### config.mk
export PLATFORM = sky130hd
export DESIGN_NAME = fetch_fill_buffer
export DESIGN_NICKNAME = d
export VERILOG_FILES = /design/src/rtl/fetch_fill_buffer.sv
export SDC_FILE = /design/constraint.sdc
export NUM_CORES = 1
export LEC_CHECK = 0
export BUFFER_PORTS_ARGS = -buffer_cell sky130_fd_sc_hd__buf_2
export CORE_AREA = 3 3 270 272
export DETAILED_ROUTE_END_ITERATION = 12
export DIE_AREA = 0 0 273 275
export SETUP_SLACK_MARGIN = 0.4
export SLEW_MARGIN = 5
export SYNTH_ARGS = -nofsm -noshare
export SYNTH_HDL_FRONTEND = slang
export SYNTH_SLANG_ARGS = --single-unit
### constraint.sdc
create_clock -name clk -period 4.15 [get_ports clk]
set_clock_uncertainty 0.1 [all_clocks]
set_input_delay 0.2075 -clock clk [delete_from_list [all_inputs] [get_ports clk]]
set_output_delay 0.2075 -clock clk [all_outputs]
set_load 0.02 [all_outputs]
### src/rtl/fetch_fill_buffer.sv
// rtl/fetch_fill_buffer.sv - icache fill buffer: tags line fetches, accepts out-of-order fills, delivers in order
package fetch_fill_buffer_pkg;
    localparam int ADDR_W      = 32;
    localparam int ID_W        = 4;
    localparam int CL_SZ_WORDS = 4;

    typedef logic [31:0] t_word;

    typedef struct packed {
        t_word [CL_SZ_WORDS-1:0] W;
    } t_cl;

    typedef struct packed {
        logic              valid;
        logic [ID_W-1:0]   id;
        logic [ADDR_W-1:0] addr;
    } t_mem_req;

    typedef struct packed {
        logic            valid;
        logic [ID_W-1:0] id;
        t_cl             data;
    } t_mem_rsp;
endpackage

module fetch_fill_buffer
    import fetch_fill_buffer_pkg::*;
#(
    parameter int NUM_ENTRIES = 4
) (
    input  logic              clk,
    input  logic              reset,
    input  logic              fe_fb_req_valid,
    input  logic [ADDR_W-1:0] fe_fb_req_addr,
    output logic              fe_fb_req_ready,
    input  logic              flush,
    output t_mem_req          fb_ic_req_nnn,
    input  t_mem_rsp          ic_fb_rsp_nnn,
    output logic              fb_fe_rsp_valid,
    output logic [ADDR_W-1:0] fb_fe_rsp_addr,
    output t_cl               fb_fe_rsp_data,
    input  logic              fe_fb_rsp_ready
);
    localparam int PW  = $clog2(NUM_ENTRIES);
    localparam int OFS = $clog2(CL_SZ_WORDS * 4);

    typedef enum logic [1:0] {
        E_IDLE   = 2'd0,
        E_PEND   = 2'd1,
        E_FILLED = 2'd2,
        E_DRAIN  = 2'd3
    } t_entry_state;

    t_entry_state            state_q [NUM_ENTRIES];
    logic [ADDR_W-1:0]       addr_q  [NUM_ENTRIES];
    t_cl                     data_q  [NUM_ENTRIES];
    logic [PW-1:0]           alloc_ptr;
    logic [PW-1:0]           dlvr_ptr;
    logic [NUM_ENTRIES-1:0]  rsp_hit;
    logic                    accept;
    logic                    deliver;
    logic [ADDR_W-1:0]       line_addr;

    assign line_addr       = fe_fb_req_addr & ~ADDR_W'((1 << OFS) - 1);
    assign fe_fb_req_ready = ~reset & ~flush & (state_q[alloc_ptr] == E_IDLE);
    assign fb_fe_rsp_valid = ~reset & ~flush & (state_q[dlvr_ptr] == E_FILLED);
    assign fb_fe_rsp_addr  = addr_q[dlvr_ptr];
    assign fb_fe_rsp_data  = data_q[dlvr_ptr];
    assign accept          = fe_fb_req_valid & fe_fb_req_ready;
    assign deliver         = fb_fe_rsp_valid & fe_fb_rsp_ready;

    always_comb begin
        rsp_hit = '0;
        for (int i = 0; i < NUM_ENTRIES; i++) begin
            rsp_hit[i] = ic_fb_rsp_nnn.valid & (ic_fb_rsp_nnn.id == ID_W'(i));
        end
    end

    always_ff @(posedge clk or posedge reset) begin
        if (reset) begin
            for (int i = 0; i < NUM_ENTRIES; i++) begin
                state_q[i] <= E_IDLE;
            end
            alloc_ptr     <= '0;
            dlvr_ptr      <= '0;
            fb_ic_req_nnn <= '0;
        end else begin
            fb_ic_req_nnn <= '0;
            if (accept) begin
                fb_ic_req_nnn.valid <= 1'b1;
                fb_ic_req_nnn.id    <= ID_W'(alloc_ptr);
                fb_ic_req_nnn.addr  <= line_addr;
                alloc_ptr           <= alloc_ptr + PW'(1);
            end
            // Flush realigns delivery to the allocation point; in-flight ids stay reserved via DRAIN.
            if (flush) begin
                dlvr_ptr <= alloc_ptr;
            end else if (deliver) begin
                dlvr_ptr <= dlvr_ptr + PW'(1);
            end
            for (int i = 0; i < NUM_ENTRIES; i++) begin
                if (flush) begin
                    case (state_q[i])
                        E_PEND:   state_q[i] <= rsp_hit[i] ? E_IDLE : E_DRAIN;
                        E_FILLED: state_q[i] <= E_IDLE;
                        E_DRAIN:  if (rsp_hit[i]) state_q[i] <= E_IDLE;
                        default:  state_q[i] <= state_q[i];
                    endcase
                end else if (accept && alloc_ptr == PW'(i)) begin
                    state_q[i] <= E_PEND;
                end else if (rsp_hit[i]) begin
                    if (state_q[i] == E_PEND) begin
                        state_q[i] <= E_FILLED;
                    end else if (state_q[i] == E_DRAIN) begin
                        state_q[i] <= E_IDLE;
                    end
                end else if (deliver && dlvr_ptr == PW'(i)) begin
                    state_q[i] <= E_IDLE;
                end
            end
        end
    end

    always_ff @(posedge clk) begin
        for (int i = 0; i < NUM_ENTRIES; i++) begin
            if (accept && alloc_ptr == PW'(i)) begin
                addr_q[i] <= line_addr;
            end
            if (!flush && rsp_hit[i] && state_q[i] == E_PEND) begin
                data_q[i] <= ic_fb_rsp_nnn.data;
            end
        end
    end

`ifndef SYNTHESIS
    logic rsp_legal;

    always_comb begin
        rsp_legal = 1'b0;
        for (int i = 0; i < NUM_ENTRIES; i++) begin
            if (rsp_hit[i] && (state_q[i] == E_PEND || state_q[i] == E_DRAIN)) begin
                rsp_legal = 1'b1;
            end
        end
    end

    always_ff @(posedge clk) begin
        if (!reset && ic_fb_rsp_nnn.valid) begin
            assert (rsp_legal);
        end
    end
`endif
endmodule

# [Word level (Yosys, flattened, before mapping)]
# Memory sizes are Yosys's and may differ from the RTL's.
# Index checks and enable logic that the tools add are counted.
[classes] add_sub_neg=2 n_lt_le_gt_ge=2 n_eq_ne=34 n_mux=79 bitwise=13 n_reduce_logical=36
[op_table] operator="$mux W128" n=3
[op_table] operator="$reduce_or A128 Y1" n=3
[op_table] operator="$mux W2" n=44
[op_table] operator="$mux W28" n=3
[op_table] operator="$reduce_or A28 Y1" n=3
[op_table] operator="$mux W37" n=1
[op_table] operator="$eq A2 B2 Y1 const B" n=13
[op_table] operator="$pmux W2 S3" n=4
[op_table] operator="$mux W1" n=22
[op_table] operator="$ne A5 B2 Y1 const B" n=4
[op_table] operator="$logic_and A1 B1 Y1" n=16
[op_table] operator="$ne A4 B1 Y1 const B" n=4
[op_table] operator="$reduce_and A4 Y1" n=4
[op_table] operator="$reduce_bool A4 Y1" n=4
[op_table] operator="$eq A2 B1 Y1 const B" n=6
[op_table] operator="$ne A3 B3 Y1 const B" n=4
[op_table] operator="$and A1 B1 Y1" n=9
[op_table] operator="$bmux W2 S2" n=2
[op_table] operator="$eq A4 B2 Y1 const B" n=2
[op_table] operator="$ge A3 B3 Y1 const B" n=2
[op_table] operator="$logic_not A2 Y1" n=3
[op_table] operator="$not A2 Y3" n=2
[op_table] operator="$add A2 B1 Y2 const B" n=2
[op_table] operator="$eq A4 B1 Y1 const B" n=1
[op_table] operator="4 further kinds" n=5
[word_totals] register_bits=49 ram_bits=624 in_bits=170 out_inout_bits=199 elab_cells=177 n_memories=2
[memory_table] name="data_q" depth=4 word_bits=128 rd=1 rd_clocked_by_memory_dff=0 wr=1 line_no="56" text="t_cl data_q [NUM_ENTRIES];"
[memory_table] name="addr_q" depth=4 word_bits=28 rd=1 rd_clocked_by_memory_dff=0 wr=1 line_no="55" text="logic [ADDR_W-1:0] addr_q [NUM_ENTRIES];"

# [Depth between registers and ports, before layout]
[logic_depth] depth_word=14 ltp_mapped=7 depth_no_buf=7

# [Worst setup path after synthesis]
# OpenSTA, ideal clock, no wires.
[synth_timing] path_type="input to register" from="in ic_fb_rsp_nnn[131] (netlist bit)" to="mem data_q[3][0] (netlist bit) (enable)" setup_time_ps=503 arrival_ps=3825 required_time_ps=3547 slack_ps=-278 cell_stages=3 n_path_buf=0 cell_sequence="nor3b_1 -> and3_1 -> and3_1"
[synth_via] elab_chain_cells=10
[synth_lines] element="start: declaration" line_no="38" text="input t_mem_rsp ic_fb_rsp_nnn,"
[synth_lines] element="$eq A4 B1 Y1" line_no="75" text="rsp_hit[i] = ic_fb_rsp_nnn.valid & (ic_fb_rsp_nnn.id == ID_W'(i));"
[synth_lines] element="$and A1 B1 Y1" line_no="75"
[synth_lines] element="$logic_and A1 B1 Y1 (2 in series)" line_no="129" text="if (!flush && rsp_hit[i] && state_q[i] == E_PEND) begin"
[synth_lines] element="$mux W1" line_no="129"
[synth_lines] element="$mux W1 (implied by the code)" line_no="130" text="data_q[i] <= ic_fb_rsp_nnn.data;"
[synth_lines] element="$reduce_or A128 Y1 (no line)"
[synth_lines] element="$mux W2 (no line) / $mux W1 (equally long branches) (3 in series)"
[synth_lines] element="end: declaration" line_no="56"
# Parallel ways exist; a longest one is shown, timed or not.

# [Worst setup path in the final report]
[layout_timing] from="reg state_q[1] (netlist bit)" to="mem addr_q[1][0] (netlist bit) (enable)"
[layout_via] elab_chain_cells=13
[layout_lines] element="start: declaration" line_no="54" text="t_entry_state state_q [NUM_ENTRIES];"
[layout_lines] element="start signal: indexed assignment" line_no="104" text="E_PEND: state_q[i] <= rsp_hit[i] ? E_IDLE : E_DRAIN;"
[layout_lines] element="start signal: indexed assignment" line_no="107" text="default: state_q[i] <= state_q[i];"
[layout_lines] element="$bmux W2 S2 (*)" line_no="65" text="assign fe_fb_req_ready = ~reset & ~flush & (state_q[alloc_ptr] == E_IDLE);"
[layout_lines] element="$mux W2 (implied by the code) (*) (2 in series)" line_no="65"
[layout_lines] element="$logic_not A2 Y1 (*)" line_no="65"
[layout_lines] element="$and A1 B1 Y1 (*)" line_no="65"
[layout_lines] element="$and A1 B1 Y1 (*)" line_no="69" text="assign accept = fe_fb_req_valid & fe_fb_req_ready;"
[layout_lines] element="$logic_and A1 B1 Y1" line_no="126" text="if (accept && alloc_ptr == PW'(i)) begin"
[layout_lines] element="$mux W1" line_no="126"
[layout_lines] element="$mux W1 (implied by the code)" line_no="127" text="addr_q[i] <= line_addr;"
[layout_lines] element="$reduce_or A28 Y1 (no line)"
[layout_lines] element="$mux W2 (no line) / $mux W1 (equally long branches) (3 in series)"
[layout_lines] element="end: declaration" line_no="55"
# Mark *: on every way between the ends. The rest lies on a longest branch, timed or not. The select of a mux whose other input is x is not followed.

==> impl_metrics.csv <==
group,metric,value,unit
min_path,hp-class,"primary input to flip-flop",
power_and_ir_drop,power.clock.fraction,0.331,
drt,drc,0,
timing,grt_setup_unrepaired,"false",
power_and_ir_drop,ir_worst_vdd,0.323,mV
synth,main_area_contributors_after_synthesis,"edfxtp_1, mux4_2, dfrtp_1, and3_1, ha_1",
drt,route.detailed.wl_per_inst,20.6,um
power_and_ir_drop,seq_power_share,0.411,
timing,clock.fmax,367,MHz
placed_design,place_inst,2317,
setup_path,worstReg2RegEnd,"addr_q[1][0]",
setup_path,worst_setup_path_end_kind,"flip-flop",
placed_design,place.gp.congestion,0.736,
clock_tree,tritoncts,"built",
cells_and_area,final_net_count,1790,
clock_tree,cts-root-to-sink-buffers,3,
placed_design,port_buffers,354,
power_and_ir_drop,fin_total_pwr,0.0186,W
run,max_capacitance_violation_count,0,
global_route,grt_start_max_net_pins,91,
timing,timing.slew.headroom,0.323,
timing,final-max-slew-violation-count,0,
setup_path,worst_ep_arrival_time,2830,ps
placed_design,hpwlAfterDp,32.1,mm
cells_and_area,total_area_of_multi_input_combinational_cells,4600,sq um
synth,synth-simple-area-share,0.0214,
min_path,min_from,"ic_fb_rsp_nnn[128]",
drt,dr.pass1.iters,4,
power_and_ir_drop,cell_int_power,0.0132,W
clock_tree,worst_setup_hold_path_clk_slew,60,ps
drt,initial_drc_count,805,
synth,synth-seq-area-share,0.802,
setup_path,startpoint_type,"flip-flop",
die,num_rows,98,
cells_and_area,stdcell_count,2612,
global_route,grt_antenna_before_repair,5,
die,die_x,273,um
synth,synth_largest_type_area_fraction,0.759,
cells_and_area,layout.filler_cells,6068,
global_route,gr-total-overflow,0,
clock_tree,numCtsBuffers,72,
synth,ys.warnings.count,0,
cells_and_area,layout.area.seq,19800,sq um
timing,min_period_over_period,0.657,
synth,synth_compound_gate_area_share,0.00922,
synth,synth_seq_cells,667,
synth,synth_fa_ha_area_frac,0.00861,
timing,worst_slew_pin_slew,1010,ps
synth,ys.flop_type,"edfxtp_1",
clock_tree,clock-sinks,667,
clock_tree,clkLatencyLatePin,590,ps
drt,detailroute.via_count,12500,
synth,synth.distinct_cells,44,
timing,tns,0,ps
synth,syn_area,24700,sq um
drt,totalWireLength,53.9,mm
synth,post_synth_mux_area_share,0.144,
global_route,gr-usage-all-layers,0.143,
timing,setup_viol_count_final,0,
clock_tree,ctsRootBufferMaster,"clkbuf_16",
synth,post-synth-top-count-cell,"edfxtp_1",
power_and_ir_drop,p_leak,11.2,nW
synth,synth-edff-count,624,
min_path,worstHoldPathCells,4,
setup_path,worstPathMaxFanout,35,
setup_path,depth_of_the_worst_register_to_register_path,4,
clock_tree,h_tree_lvl_count,3,
cells_and_area,area_growth,28.3,%
setup_path,critical_path.reg2reg.startpoint,"state_q[1]",
global_route,grt_pass1_wl,81.7,mm
setup_path,timing.reg2reg.setup_slack,1430,ps
die,chip_height,275,um
synth,syn_avg_cell_area,23.8,sq um
timing,final_period_minus_worst_setup_slack,2720,ps
drt,detail_route.vias_per_cell,4.78,
cells_and_area,final_layout_size_suffix_gt1_frac,0.392,
timing,hold_violations,0,
power_and_ir_drop,power.share.combinational,0.258,
die,floorplan.io_pins,369,
die,core-area,71000,sq um
min_path,min_delay_worst_endpoint,"state_q[1]",
drt,final_antenna_net_count,0,
synth,synth_commonest_cells,"edfxtp_1, mux4_2, dfrtp_1",
clock_tree,post-cts-setup-buffers,0,
die,floorplan.initialDensity,0.348,
synth,synth-async-reset-ratio,0.0645,
power_and_ir_drop,power_dissipated_by_switching_net_loads,0.00544,W
synth,yosys.area_share.xor_xnor,0.000709,
outcome,run_status,"completed",
setup_path,crit_type,"flip-flop to flip-flop",
synth,main_combinational_cell_family_by_area_after_synthesis,"multiplexers",
power_and_ir_drop,power.switching_fraction,0.292,
power_and_ir_drop,power.density,588,nW/um^2
setup_path,critical_path_data_required_time,4250,ps
die,floorplan.die_area,75100,sq um
global_route,vias_in_the_first_global_route,13500,
synth,postSynthCellCount,1039,
synth,synth_top_cell_by_area,"edfxtp_1",
-- worst max-delay path: stages (launching register included) --
cell and delay, ps:
dfrtp_1 430, nor2_1 190, mux4_2 690, nand3_1 270, inv_2 640
-- layer usage --
metal,vias to the layer above,part of all wire,global-route usage
met5,-,0.00024,0
met4,2,0.020,0.0385
met3,77,0.076,0.0428
met2,367,0.50,0.242
met1,6559,0.40,0.181
li1,5486,-,-
-- registers in the layout (all words and copies together), names as in the netlist --
name / cells
data_q: 512
addr_q: 112
fb_ic_req_nnn: 31
state_q: 8
alloc_ptr: 2
dlvr_ptr: 2
-- cell type report --
type,instances,share of cell area
sequential,667,0.625
multi-input combinational,310,0.145
timing repair buffer,536,0.117
clock buffer,90,0.0600
tap,950,0.0375
clock inverter,39,0.0130
inverter,16,0.00213
antenna,4,0.000316
-- cell usage in the layout (no fill, tap or decap), types with 5 or more instances in the layout --
cell / synthesis / final
a21oi_1: 5 / 5
and2_1: 5 / 5
and3_1: 35 / 33
buf_12: 0 / 12
buf_2: 16 / 354
buf_4: 10 / 8
bufinv_16: 0 / 6
clkbuf_1: 19 / 16
clkbuf_16: 0 / 73
clkinv_1: 0 / 10
clkinv_2: 0 / 12
clkinvlp_4: 0 / 5
conb_1: 1 / 10
dfrtp_1: 43 / 41
dlygate4sd3_1: 0 / 162
edfxtp_1: 624 / 624
ha_1: 17 / 17
inv_1: 12 / 9
inv_2: 4 / 5
mux4_2: 158 / 158
nand2_1: 12 / 12
nand2b_1: 6 / 6
nand3_1: 10 / 10
nor2_1: 7 / 7
nor2b_1: 6 / 6
-- timing repair --
item / 4_1_cts / 5_1_grt
hold buffers: 162 / 0
endpoints found under the hold margin: 700 / 0
endpoints found under the setup margin: 0 / 0
gates resized for setup: 0 / 0
-- worst max-delay path by stage --
stage	from	to
3_5_place_dp	state_q[1]	addr_q[2][13]
3_3_place_gp	state_q[1]	addr_q[2][13]
2_1_floorplan	flush	data_q[1][0]
6_report	state_q[1]	addr_q[1][0]
4_1_cts	state_q[1]	addr_q[2][4]
5_1_grt	state_q[1]	addr_q[1][0]
-- per-stage QoR --
| step | hold slack (ps) | setup slack, ps | utilization | area (sq um) |
|---|---|---|---|---|
| final | 52.3 | 1430 | 0.446 | 31700 |
| after detailed placement | 325 | 1350 | 0.391 | 27800 |
| after floorplan | 206 | 806 | - | 24700 |
| after global routing | 63.0 | 1210 | 0.446 | 31700 |
| after global placement | 317 | 1390 | 0.391 | 27800 |
| after CTS | 0.628 | 1320 | 0.446 | 31700 |
-- power by group through the flow --
stage                     Combinational, W  Sequential, W  Clock (W)
final                              0.00482        0.00765    0.00617
after global routing               0.00520        0.00768    0.00664
after CTS                          0.00495        0.00766    0.00638
after detailed placement           0.00480        0.00780          0
after global placement             0.00476        0.00778          0
after floorplan                    0.00325        0.00777          0
-- logic make-up (layout without fill, tap and decap cells) --
family,count (synthesis),after routing
compound gates,29,29
fa+ha+maj,17,17
xor+xnor,2,2
other cells,1,14
flops,667,667
simple gates,93,93
mux,159,159
buf+inv,71,681
No activity file was read; power rests on OpenSTA's default activity.
